[src/rtl/branch_target_assoc.sv]
// branch_target_assoc
// Set-associative branch target buffer for the fetch stage.
//   - Fetch lookup of PC is purely combinational (Hit, Pred_Taken, Target_Add).
//   - Branches resolved in Ex (PC_Ex, PC_ALU, Br_Update, Br_Detected) are
//     written back at the rising edge of clk, with true-LRU replacement.
//   - rst is synchronous and active high; while it is high the outputs show a
//     miss (Target_Add = PC + 4).
// Ports:
//   clk, rst                  clock and synchronous reset
//   PC                        fetch address to look up
//   PC_Ex, PC_ALU             resolving branch address and its resolved target
//   Br_Update, Br_Detected    resolve strobe and direction (1 = taken)
//   Hit, Pred_Taken, Target_Add  lookup results
// Optional feature: define BTB_2BIT_COUNTER_EN to add 2-bit direction counters
// per entry. Without it, a not-taken resolve of a hit entry invalidates it.
module branch_target_assoc #(
    parameter int WIDTH_DATA_LENGTH = 32,
    parameter int WIDTH_ENTRY_LENTH = 3,
    parameter int WAYS              = 2,
    parameter int WIDTH_TAG_LENGTH  = WIDTH_DATA_LENGTH - 2 - WIDTH_ENTRY_LENTH
) (
    input  logic                         clk,
    input  logic                         rst,
    input  logic [WIDTH_DATA_LENGTH-1:0] PC,
    input  logic [WIDTH_DATA_LENGTH-1:0] PC_Ex,
    input  logic [WIDTH_DATA_LENGTH-1:0] PC_ALU,
    input  logic                         Br_Update,
    input  logic                         Br_Detected,
    output logic                         Hit,
    output logic                         Pred_Taken,
    output logic [WIDTH_DATA_LENGTH-1:0] Target_Add
);

    localparam int SETS  = 1 << WIDTH_ENTRY_LENTH;
    localparam int AGE_W = (WAYS > 1) ? $clog2(WAYS) : 1;
    localparam int WAY_W = AGE_W;

`ifdef BTB_2BIT_COUNTER_EN
    localparam bit CTR_EN = 1'b1;
`else
    localparam bit CTR_EN = 1'b0;
`endif

    // Entry and replacement state
    logic                         valid_reg  [SETS][WAYS];
    logic [WIDTH_TAG_LENGTH-1:0]  tag_reg    [SETS][WAYS];
    logic [WIDTH_DATA_LENGTH-1:0] target_reg [SETS][WAYS];
    logic [AGE_W-1:0]             age_reg    [SETS][WAYS];
`ifdef BTB_2BIT_COUNTER_EN
    logic [1:0]                   ctr_reg    [SETS][WAYS];
`endif

    // Address split; bits [1:0] play no part in the lookup
    logic [WIDTH_ENTRY_LENTH-1:0] fetch_idx, ex_idx;
    logic [WIDTH_TAG_LENGTH-1:0]  fetch_tag, ex_tag;
    logic                         unused_addr_bits;

    assign fetch_idx = PC[WIDTH_ENTRY_LENTH+1:2];
    assign ex_idx    = PC_Ex[WIDTH_ENTRY_LENTH+1:2];
    assign fetch_tag = PC[WIDTH_DATA_LENGTH-1:WIDTH_ENTRY_LENTH+2];
    assign ex_tag    = PC_Ex[WIDTH_DATA_LENGTH-1:WIDTH_ENTRY_LENTH+2];
    assign unused_addr_bits = ^{PC[1:0], PC_Ex[1:0]};

    // Per-way match vectors for both ports
    logic [WAYS-1:0] hit_vec, ex_hit_vec, ex_valid_vec, lru_vec;

    generate
        for (genvar gi = 0; gi < WAYS; gi++) begin : g_match
            assign hit_vec[gi]      = valid_reg[fetch_idx][gi] && (tag_reg[fetch_idx][gi] == fetch_tag);
            assign ex_hit_vec[gi]   = valid_reg[ex_idx][gi] && (tag_reg[ex_idx][gi] == ex_tag);
            assign ex_valid_vec[gi] = valid_reg[ex_idx][gi];
            assign lru_vec[gi]      = (age_reg[ex_idx][gi] == AGE_W'(WAYS - 1));
        end
    endgenerate

    // Fetch-side read mux; at most one way can match, so OR-combining is exact
    logic [WIDTH_DATA_LENGTH-1:0] hit_target;
    logic                         hit_ctr_msb;
    logic                         lookup_hit;

    always_comb begin
        hit_target  = '0;
        hit_ctr_msb = 1'b0;
        for (int w = 0; w < WAYS; w++) begin
            if (hit_vec[w]) begin
                hit_target = hit_target | target_reg[fetch_idx][w];
`ifdef BTB_2BIT_COUNTER_EN
                hit_ctr_msb = hit_ctr_msb | ctr_reg[fetch_idx][w][1];
`endif
            end
        end
    end

    assign lookup_hit = |hit_vec;
    assign Hit        = !rst && lookup_hit;
    assign Pred_Taken = CTR_EN ? (Hit && hit_ctr_msb) : Hit;
    assign Target_Add = Hit ? hit_target : (PC + WIDTH_DATA_LENGTH'(4));

    // Ex-side way selection
    logic             ex_hit;
    logic [WAY_W-1:0] ex_hit_way, victim_way, touched_way;
    logic [AGE_W-1:0] touched_age;
    logic             touch_en;

    always_comb begin
        ex_hit_way = '0;
        victim_way = '0;
        for (int w = WAYS - 1; w >= 0; w--) begin
            if (ex_hit_vec[w]) ex_hit_way = WAY_W'(w);
            if (lru_vec[w])    victim_way = WAY_W'(w);
        end
        // A free way always beats evicting the LRU one; lowest index wins
        for (int w = WAYS - 1; w >= 0; w--) begin
            if (!ex_valid_vec[w]) victim_way = WAY_W'(w);
        end
    end

    assign ex_hit      = |ex_hit_vec;
    assign touched_way = ex_hit ? ex_hit_way : victim_way;
    assign touched_age = age_reg[ex_idx][touched_way];
    // Not-taken resolves only refresh recency when the entry survives them
    assign touch_en    = Br_Update && (Br_Detected || (ex_hit && CTR_EN));

    // Entry write-back
    always_ff @(posedge clk) begin
        if (rst) begin
            for (int s = 0; s < SETS; s++) begin
                for (int w = 0; w < WAYS; w++) begin
                    valid_reg[s][w] <= 1'b0;
`ifdef BTB_2BIT_COUNTER_EN
                    ctr_reg[s][w]   <= 2'd2;
`endif
                end
            end
        end else if (Br_Update) begin
            if (ex_hit) begin
                if (Br_Detected) begin
                    target_reg[ex_idx][ex_hit_way] <= PC_ALU;
                end
`ifdef BTB_2BIT_COUNTER_EN
                if (Br_Detected) begin
                    if (ctr_reg[ex_idx][ex_hit_way] != 2'd3)
                        ctr_reg[ex_idx][ex_hit_way] <= ctr_reg[ex_idx][ex_hit_way] + 2'd1;
                end else begin
                    if (ctr_reg[ex_idx][ex_hit_way] != 2'd0)
                        ctr_reg[ex_idx][ex_hit_way] <= ctr_reg[ex_idx][ex_hit_way] - 2'd1;
                end
`else
                if (!Br_Detected) begin
                    valid_reg[ex_idx][ex_hit_way] <= 1'b0;
                end
`endif
            end else if (Br_Detected) begin
                valid_reg[ex_idx][victim_way]  <= 1'b1;
                tag_reg[ex_idx][victim_way]    <= ex_tag;
                target_reg[ex_idx][victim_way] <= PC_ALU;
`ifdef BTB_2BIT_COUNTER_EN
                ctr_reg[ex_idx][victim_way]    <= 2'd2;
`endif
            end
        end
    end

    // True-LRU ages: each set keeps a permutation of 0..WAYS-1
    generate
        if (WAYS > 1) begin : g_age
            always_ff @(posedge clk) begin
                if (rst) begin
                    for (int s = 0; s < SETS; s++) begin
                        for (int w = 0; w < WAYS; w++) begin
                            age_reg[s][w] <= AGE_W'(w);
                        end
                    end
                end else if (touch_en) begin
                    for (int w = 0; w < WAYS; w++) begin
                        if (WAY_W'(w) == touched_way)
                            age_reg[ex_idx][w] <= '0;
                        else if (age_reg[ex_idx][w] < touched_age)
                            age_reg[ex_idx][w] <= age_reg[ex_idx][w] + AGE_W'(1);
                    end
                end
            end
        end else begin : g_no_age
            // Single way: the only way is always both MRU and victim
            always_comb begin
                for (int s = 0; s < SETS; s++) begin
                    for (int w = 0; w < WAYS; w++) begin
                        age_reg[s][w] = '0;
                    end
                end
            end
        end
    endgenerate

endmodule

[config.mk]
export PLATFORM = sky130hd
export DESIGN_NAME = branch_target_assoc
export DESIGN_NICKNAME = d
export VERILOG_FILES = /design/src/rtl/branch_target_assoc.sv
export SDC_FILE = /design/constraint.sdc
export NUM_CORES = 1
export LEC_CHECK = 0
export CAP_MARGIN = 20
export CORE_ASPECT_RATIO = 1.5
export CORE_MARGIN = 2
export CORE_UTILIZATION = 49
export DETAILED_ROUTE_END_ITERATION = 10
export PLACE_DENSITY = 0.69
export SLEW_MARGIN = 15
export SYNTH_ARGS = -nofsm -noshare
export SYNTH_HDL_FRONTEND = slang
export SYNTH_SLANG_ARGS = --single-unit
export TNS_END_PERCENT = 10
[constraint.sdc]
create_clock -name clk -period 4.8 [get_ports clk]
set_input_delay 0.48 -clock clk [delete_from_list [all_inputs] [get_ports clk]]
set_output_delay 0.48 -clock clk [all_outputs]
set_load 0.05 [all_outputs]
Word level (Yosys, flattened, before mapping)
Memory sizes are Yosys's and may differ from the RTL's.
Cells that the tools add are included.
- bits in registers: 0
- RAM bits: 976
- output and inout port bits: 34
- logic and storage cells: 236
- memories kept: 4
- memories (name ; words ; width ; rd ports ; clocked after Yosys merged registers in ; write ports ; RTL line ; text):
    target_reg ; 8 ; 64 ; 1 ; 0 ; 1 ; 47 ; logic [WIDTH_DATA_LENGTH-1:0] target_reg [SETS][WAYS];
    tag_reg ; 8 ; 54 ; 2 ; 0 ; 1 ; 46 ; logic [WIDTH_TAG_LENGTH-1:0] tag_reg [SETS][WAYS];
    age_reg ; 8 ; 2 ; 1 ; 0 ; 8 ; 48 ; logic [AGE_W-1:0] age_reg [SETS][WAYS];
    valid_reg ; 8 ; 2 ; 2 ; 0 ; 8 ; 45 ; logic valid_reg [SETS][WAYS];
- $add $sub $neg: 3
- $lt $le $gt $ge: 7
- equality and inequality tests: 4
- muxes and demuxes: 133
- bitwise logic cells: 72
- reduce and logical (&&, ||, !) cells: 13
- operator list (cell ; count):
    $mux W32 ; 5
    $mux W64 ; 2
    $mux W1 ; 111
    $eq A27 B27 Y1 ; 4
    $or A1 B1 Y1 ; 68
    $demux W32 S1 ; 2
    $mux W54 ; 1
    $add A32 B3 Y32 const B ; 1
    $or A32 B32 Y32 ; 1
    $demux W27 S1 ; 1
    $mux W27 ; 1
    $mux W2 ; 6
    $logic_and A1 B1 Y1 ; 8
    $reduce_or A2 Y1 ; 4
    $ge A2 B2 Y1 const B ; 3
    $mux W3 ; 2
    $not A1 Y2 ; 3
    $lt A2 B1 Y1 const B ; 2
    $add A1 B1 Y1 const B ; 2
    $demux W1 S1 ; 2
    $lt A1 B1 Y1 ; 2
    $logic_not A1 Y1 ; 1

Longest topological paths before layout
Gate-level depths: netlist (run 1).
An unclocked memory read counts as a cell.
- depth in word-level cells: 19
- depth in mapped cells: 15
- gate-level depth less buffers: 10

Worst setup path before layout (run 1)
No wires, ideal clock.
- kind: input -> register
- from: input PC_Ex[3]
- to: memory tag_reg[0][0] (netlist bit) (enable)
- library setup time: 0.445 ns
- arrival time: 4.661 ns
- required time: 4.355 ns
- slack: -0.306 ns
- stages on the path: 12
- cell sequence: buf_6 buf_2 buf_2 buf_2 mux2_2 a22oi_1 nor2_1 nor4_1 o21a_1 nand4_2 buf_4 nor3_1
- word-level cells in the longest chain between the ends: 11
- ends and longest elaborated chain (what ; RTL line ; text):
    from (decl) ; 25 ; input logic [WIDTH_DATA_LENGTH-1:0] PC_Ex,
    $mem_v2 Z8 W2 ; -- ;
    $mux W1 (2 in series) ; 110 ; if (lru_vec[w]) victim_way = WAY_W'(w);
    $mux W1 (2 in series) ; 114 ; if (!ex_valid_vec[w]) victim_way = WAY_W'(w);
    $not A1 Y2 (not written as such) ; 155 ; tag_reg[ex_idx][victim_way] <= ex_tag;
    $ge A2 B2 Y1 (not written as such) / $lt A2 B1 Y1 (equally long branches) ; 155 ;
    $logic_and A1 B1 Y1 (not written as such) ; 155 ;
    $mux W27 (not written as such) ; 155 ;
    $demux W27 S1 ; 155 ;
    $mux W54 (not written as such) ; 155 ;
    to (decl) ; 46 ;
Several ways; a longest one is shown, not always the timed one.

Worst setup path after layout (run 1)
- from: input PC[4]
- to: output Target_Add[23]
- word-level cells in the longest chain between the ends: 7
- ends and longest elaborated chain (what ; RTL line ; text):
    from (decl) ; 24 ; input logic [WIDTH_DATA_LENGTH-1:0] PC,
    $mem_v2 Z8 W54 ; -- ;
    $eq A27 B27 Y1 ; 69 ; assign hit_vec[gi] = valid_reg[fetch_idx][gi] && (tag_reg[fetch_idx][gi] == fetch_tag);
    $logic_and A1 B1 Y1 ; 69 ;
    $mux W32 ; 85 ; if (hit_vec[w]) begin
    $or A32 B32 Y32 ; 86 ; hit_target = hit_target | target_reg[fetch_idx][w];
    $mux W32 ; 85 ;
    $mux W32 * ; 97 ; assign Target_Add = Hit ? hit_target : (PC + WIDTH_DATA_LENGTH'(4));
    to (decl) ; 31 ; output logic [WIDTH_DATA_LENGTH-1:0] Target_Add
Mark *: on every way between the ends. The rest lies on a longest branch, timed or not.

==> results.toml, run 1 <==
[synth]
synth.yosys.seq_area_share_pct = 67.2
synth_top_area_share_pct = 67.2
ys_types = 70
syn_inst = 2480
ys_ff_latch = 976
yosys-top-cells-area = "edfxtp_1 67%, mux4_2 11%, mux2i_1 5.6%, mux2_2 2.3%, a22oi_1 2.1%"
synth-main-ff-cell = "edfxtp_1"
synth_edf_count = 975
synth_fp_nets = 2581
synth_area_per_cell_sq_um = 17.6
synth_top_cell_by_area = "edfxtp_1"
postSynth.asyncResetShare_pct = 0
syn-cell-area_sq_um = 43600
yosys_warnings = 0

[pwr]
p_sw_mw = 4.31
pwr-share-seq_pct = 51.3
intPower_mw = 14.1
pwr-share-comb_pct = 9.6
p_per_area_nw_per_um2 = 351
p_total_mw = 18.4
p_sw_share_pct = 23.4
clockPowerShare_pct = 39.1
irDropWorstVdd_mv = 0.327
p_leak_nw = 17.7

[run_status]
status = "finished clean"

[min_path]
hold_depth = 2
whs_endpoint = "valid_reg[0][0]"
min_path_type = "input port to flip-flop"
min_from = "rst"

[placed_design]
hpwl_mm = 91.8
place_area_sq_um = 49500
portBuffers = 131
gp_congestion = 0.953

[finish]
stdcell_area_sq_um = 52400
layout_common_cells = "975 x edfxtp_1, 243 x mux2i_1, 215 x mux4_2, 213 x buf_4, 126 x buf_12"
syn_to_final_growth_pct = 20.4
mostFrequentLayoutCell = "edfxtp_1"
fin_nets = 2944
drive_above_1_share_pct = 29.1
largest_reg_flops = 512

[sta]
timing.fmax_mhz = 211
hold_viol = 0
final_max_slew_viol_count = 0
min_period_ns = 4.74
finalCritPeriodShare_pct = 98.8
rsz0062_at_grt = "false"
whs_ns = 0.461
tns_ns = 0
report.final.setup_viol = 0
worst_pin_slew_ns = 0.948
maxSlewHeadroom_pct = 36.8
skew_ns = 0.0353

[critical_path]
required_ns = 4.32
r2r_cells = 12
reg2reg_from = "tag_reg[3][7]"
startpoint_type = "input port"
r2r_end = "target_reg[6][5]"
path_cells = "clkdlybuf4s50_1, buf_12, and2_1, buf_12, a22oi_1, a21oi_1, o22ai_1, or4_1, nor4_2, buf_6, o21bai_4, buf_4, o21ai_0, buf_4, buf_12"
arrival_ns = 4.26
end_kind = "output pin"
cp_slowest_cell = "or4_1"
r2r_setup_slack_ns = 0.79
slowest_delay_ns = 0.64
crit_top_cell = "buf_12"
crit_type = "input port to output pin"
crit_path_max_fanout = 24

[floorplan]
rows = 134
die_area_sq_um = 91400
die_w_um = 247
dieHeight_um = 369
start_util_pct = 49.2
coreArea_sq_um = 88500
ioPinCount = 134

[clocking]
cts.sink_count = 976
clkTransAtPathRegs_ns = 0.07
cts_tree = "done"
htreeDepth = 3
numCtsBuffers = 90
max-clock-path-buffers = 3
clk-insertion-delay-late_ns = 0.71
cts_hold_buf = 0
clock-root-buffer = "clkbuf_16"

[detailed_routing]
ant_nets = 0
drt-pass1-iter-count = 6
detail_route.wl_per_cell_um = 32.8
wl_mm = 134
avgViaCountPerCell = 6.48
route.detailed.drc = 0
vias = 26400
drt_iter0_drc = 2692

[grt]
met1_usage_pct = 35.3
grt_max_degree = 58
globalRouteMet2Util_pct = 49.7
gr-usage-met3_pct = 5.04
grt_usage_pct = 29.5
antenna_found_initial = 6
grt_remaining_overflow = 0
grt_pass1_wl_mm = 190
grt.busiest_layer = "met2"
grt_pass1_vias = 27200

[job]
cap_violations = 0
worst max-delay path: cells and delay by family:
kind | cells | cell delay, ns
buffers and inverters | 7 | 1.70
AO/OA/AOI/OAI | 5 | 0.92
AND/OR/NAND/NOR | 3 | 1.06
power groups by stage:
stage	registers, mW	logic [mW]	clock network [mW]
floorplan	9.62	0.887	0
global placement	9.62	1.71	0
detailed placement	9.62	1.74	0
CTS	9.44	1.75	7.28
global route	9.44	1.83	7.58
finish	9.44	1.76	7.18
layer usage:
layer	share of wire (%)	wire length, um
met3	7.9	10600
met4	6.6	8880
met1	35	46800
met2	50	67400
met5	0.0097	13
kinds of logic (layout without fill, tap and decap cells):
| family | count (synthesis) | count (layout) | share of synthesized area [%] |
|---|---|---|---|
| adders and majority gates | 1 | 1 | 0.0287 |
| and+or+nand+nor | 313 | 313 | 3.68 |
| AOI/OAI and AO/OA | 373 | 373 | 6.13 |
| DFF | 976 | 976 | 67.2 |
| xor gates and xnor gates | 89 | 89 | 1.79 |
| muxes | 549 | 549 | 19.1 |
| buffers and inverters | 179 | 614 | 2.04 |
| other | 0 | 5 | 0 |
worst max-delay path by stage:
stage          slack, ns      from  depth (start not counted)              to
6_report            0.06     PC[4]                         15  Target_Add[23]
5_1_grt             0.01     PC[4]                         15  Target_Add[23]
4_1_cts             0.04     PC[4]                         15   Target_Add[6]
3_5_place_dp        0.07     PC[4]                         15   Target_Add[6]
3_3_place_gp        0.05     PC[4]                         15   Target_Add[6]
2_1_floorplan      -0.31  PC_Ex[3]                         12   tag_reg[0][0]
cells in the mapped netlist (7+ instances only):
cell type / n
and3_1: 33
inv_1: 11
edfxtp_1: 975
nor3_1: 28
a22o_1: 14
o21bai_1: 20
xnor2_1: 56
a22oi_1: 123
buf_4: 23
nand4_1: 19
mux4_2: 215
mux2i_1: 243
nor2_1: 67
a21oi_1: 39
o21ai_0: 48
xor2_1: 33
buf_1: 23
a221oi_1: 21
o22a_1: 8
a21o_1: 19
buf_2: 57
nand3_1: 34
clkbuf_1: 55
mux2_2: 89
nand2_1: 69
o22ai_1: 19
a221o_1: 7
nor2b_1: 9
nor4_1: 10
a211oi_1: 11
repair_timing:
item	4_1_cts	5_1_grt
resized for setup	0	5
buffers inserted	0	2
setup endpoints to repair	0	12
final cells by class:
class,count,area [sq um]
multi-input cells,1325,13600
clock inverters,57,604
well taps,1156,1450
fillers,6557,36100
inverters,14,55.1
repair buffers,436,5100
flip-flops and latches,976,29300
clock buffers,107,2320
diodes,5,12.5
through the flow:
stage,setup slack (ns),cells,utilization [%]
detailed placement,0.0715,3905,55.9
CTS,0.0390,4069,59.2
global route,0.00985,4074,59.2
global placement,0.0489,3905,55.9
floorplan,-0.306,2480,-
finish,0.0586,4076,59.2
No activity file was read; power rests on OpenSTA's default activity.
==> run 2, diff against run 1 <==
--- a/config.mk
+++ b/config.mk
@@ -8,9 +8,9 @@
 export CAP_MARGIN = 20
 export CORE_ASPECT_RATIO = 1.5
 export CORE_MARGIN = 2
-export CORE_UTILIZATION = 49
+export CORE_UTILIZATION = 40
 export DETAILED_ROUTE_END_ITERATION = 10
-export PLACE_DENSITY = 0.69
+export PLACE_DENSITY = 0.59
 export SLEW_MARGIN = 15
 export SYNTH_ARGS = -nofsm -noshare
 export SYNTH_HDL_FRONTEND = slang
==> run 2 against run 1 <==
  * The run now ends with antenna violations left
  * Global-route usage shrank 4.5 points
  * Via count shrank 0.33%
  * Sequential power is essentially flat
  * Clock skew shrank 0.0022 ns
  * Power grew 0.33%
  * Critical endpoint is now Target_Add[20]
  * Largest power group unchanged
==> results.toml, run 2 (synthesis results as in run 1) <==
[critical_path]
crit_path_max_fanout = 17
r2r_setup_slack_ns = 0.66
startpoint_type = "input port"
crit_start = "PC[4]"
arrival_ns = 4.19
crit_type = "input port to output pin"
required_ns = 4.32
r2r_cells = 11
r2r_end = "target_reg[6][3]"
end_kind = "output pin"
reg2reg_from = "tag_reg[2][9]"
crit_path_end = "Target_Add[20]"

[floorplan]
die_area_sq_um = 112000
start_util_pct = 40.2
rows = 148
coreArea_sq_um = 108000
die_w_um = 273
dieHeight_um = 408
ioPinCount = 134

[sta]
min_period_ns = 4.67
hold_viol = 0
timing.fmax_mhz = 214
report.final.setup_viol = 0
worst_slack_ns = 0.135
maxSlewHeadroom_pct = 25.3
rsz0062_at_grt = "false"
final_max_slew_viol_count = 0
finalCritPeriodShare_pct = 97.2
skew_ns = 0.0331
worst_pin_slew_ns = 1.12

[detailed_routing]
vias = 26300
wl_met1_mm = 52.1
detail_route.wl_per_cell_um = 32.0
ant_nets = 1
dr.max_layer_used = "met5"
dr_wl_met2_mm = 71.2
avgViaCountPerCell = 6.01
wl_mm = 140
drt-pass1-iter-count = 5
wl_met3_mm = 8.74
route.detailed.drc = 0
drt_iter0_drc = 2779

[grt]
grt_remaining_overflow = 0
grt_usage_pct = 25.0
antenna_found_initial = 8
grt_pass1_vias = 27200
grt_max_degree = 74
grt_pass1_wl_mm = 198

[run_status]
violations = "antenna violations"
status = "complete, but fails checks"

[finish]
layout_common_cells = "975 x edfxtp_1, 244 x buf_4, 243 x mux2i_1, 215 x mux4_2, 123 x a22oi_1"
multi_input_area_sq_um = 13600
drive_above_1_share_pct = 29.7
largest_reg_flops = 512
fin_nets = 2972
seqCellArea_sq_um = 29300
syn_to_final_growth_pct = 21.5
n_fill_cell = 8992
mostFrequentLayoutCell = "edfxtp_1"

[placed_design]
hpwl_mm = 95.5
gp_congestion = 0.962
portBuffers = 131
place_ws_ns = -0.315

[pwr]
irDropWorstVdd_mv = 0.310
p_leak_nw = 17.8
p_per_area_nw_per_um2 = 348
p_total_mw = 18.4

[clocking]
max-clock-path-buffers = 3
cts.sink_count = 976
numCtsBuffers = 91
cts_hold_buf = 0
clk-insertion-delay-late_ns = 0.70
clkTransAtPathRegs_ns = 0.07
htreeDepth = 3
cts_tree = "done"
clock-root-buffer = "clkbuf_16"

[min_path]
min_path_type = "flip-flop to flip-flop"

[job]
cap_violations = 0
[run 2: per-stage QoR]
step                      area (sq um)  cells  hold WS (ns)  TNS (ns)  utilization [%]
after floorplan                  43600   2480         0.439    -46.71                -
after global placement           49900   4197         0.454     -5.70             46.1
after detailed placement         49900   4197         0.471     -8.04             46.1
after CTS                        52900   4369         0.464         0             48.8
after global routing             52900   4371         0.517         0             48.8
final                            52900   4378         0.483         0             48.9
[run 2: layer usage]
metal / vias to the layer above / GRT usage [%]
li1: 11000 / -
met1: 13800 / 30.2
met2: 1155 / 43.1
met3: 314 / 3.93
met4: 12 / 12.9
met5: - / 0
[run 2: how the worst min path moves through the flow]
stage	start	to	slack, ns	depth (start not counted)
6_report	age_reg[4][0]	age_reg[4][0]	0.48	2
5_1_grt	PC_Ex[29]	tag_reg[6][24]	0.52	1
4_1_cts	rst	age_reg[4][0]	0.46	3
3_5_place_dp	age_reg[4][0]	age_reg[4][0]	0.47	2
3_3_place_gp	age_reg[4][0]	age_reg[4][0]	0.45	2
2_1_floorplan	age_reg[4][0]	age_reg[4][0]	0.44	2
[run 2: cell type report]
class	instances	area share [%]
inverters	14	0.104
multi-input cells	1326	25.7
diodes	7	0.0331
clock inverters	60	1.04
well taps	1425	3.37
clock buffers	108	4.50
flip-flops and latches	976	55.3
repair buffers	462	9.89
[run 2: repair_timing]
| action | CTS | global route |
|---|---|---|
| pin swaps | 1 | 1 |
| setup buffers | 4 | 1 |
| resized for setup | 3 | 6 |
| endpoints found under the setup margin | 32 | 22 |
| gates cloned | 0 | 1 |
| hold endpoints to repair | 0 | 0 |
[run 2: critical path, cell delays in order]
cell and delay (ns):
clkdlybuf4s50_1 0.46, buf_4 0.23, and2_1 0.24, buf_12 0.18
a22oi_1 0.13, a21o_1 0.20, a221oi_2 0.31, buf_4 0.15
nand4_1 0.19, nor4_2 0.36, buf_4 0.24, o21bai_4 0.20
buf_12 0.21, o21ai_0 0.26, buf_4 0.18, buf_12 0.12
[run 2: power by group]
part           switching, mW  internal [mW]
combinational           1.05          0.745
clock                   3.21           4.00
sequential            0.0165           9.42
total                   4.28           14.2
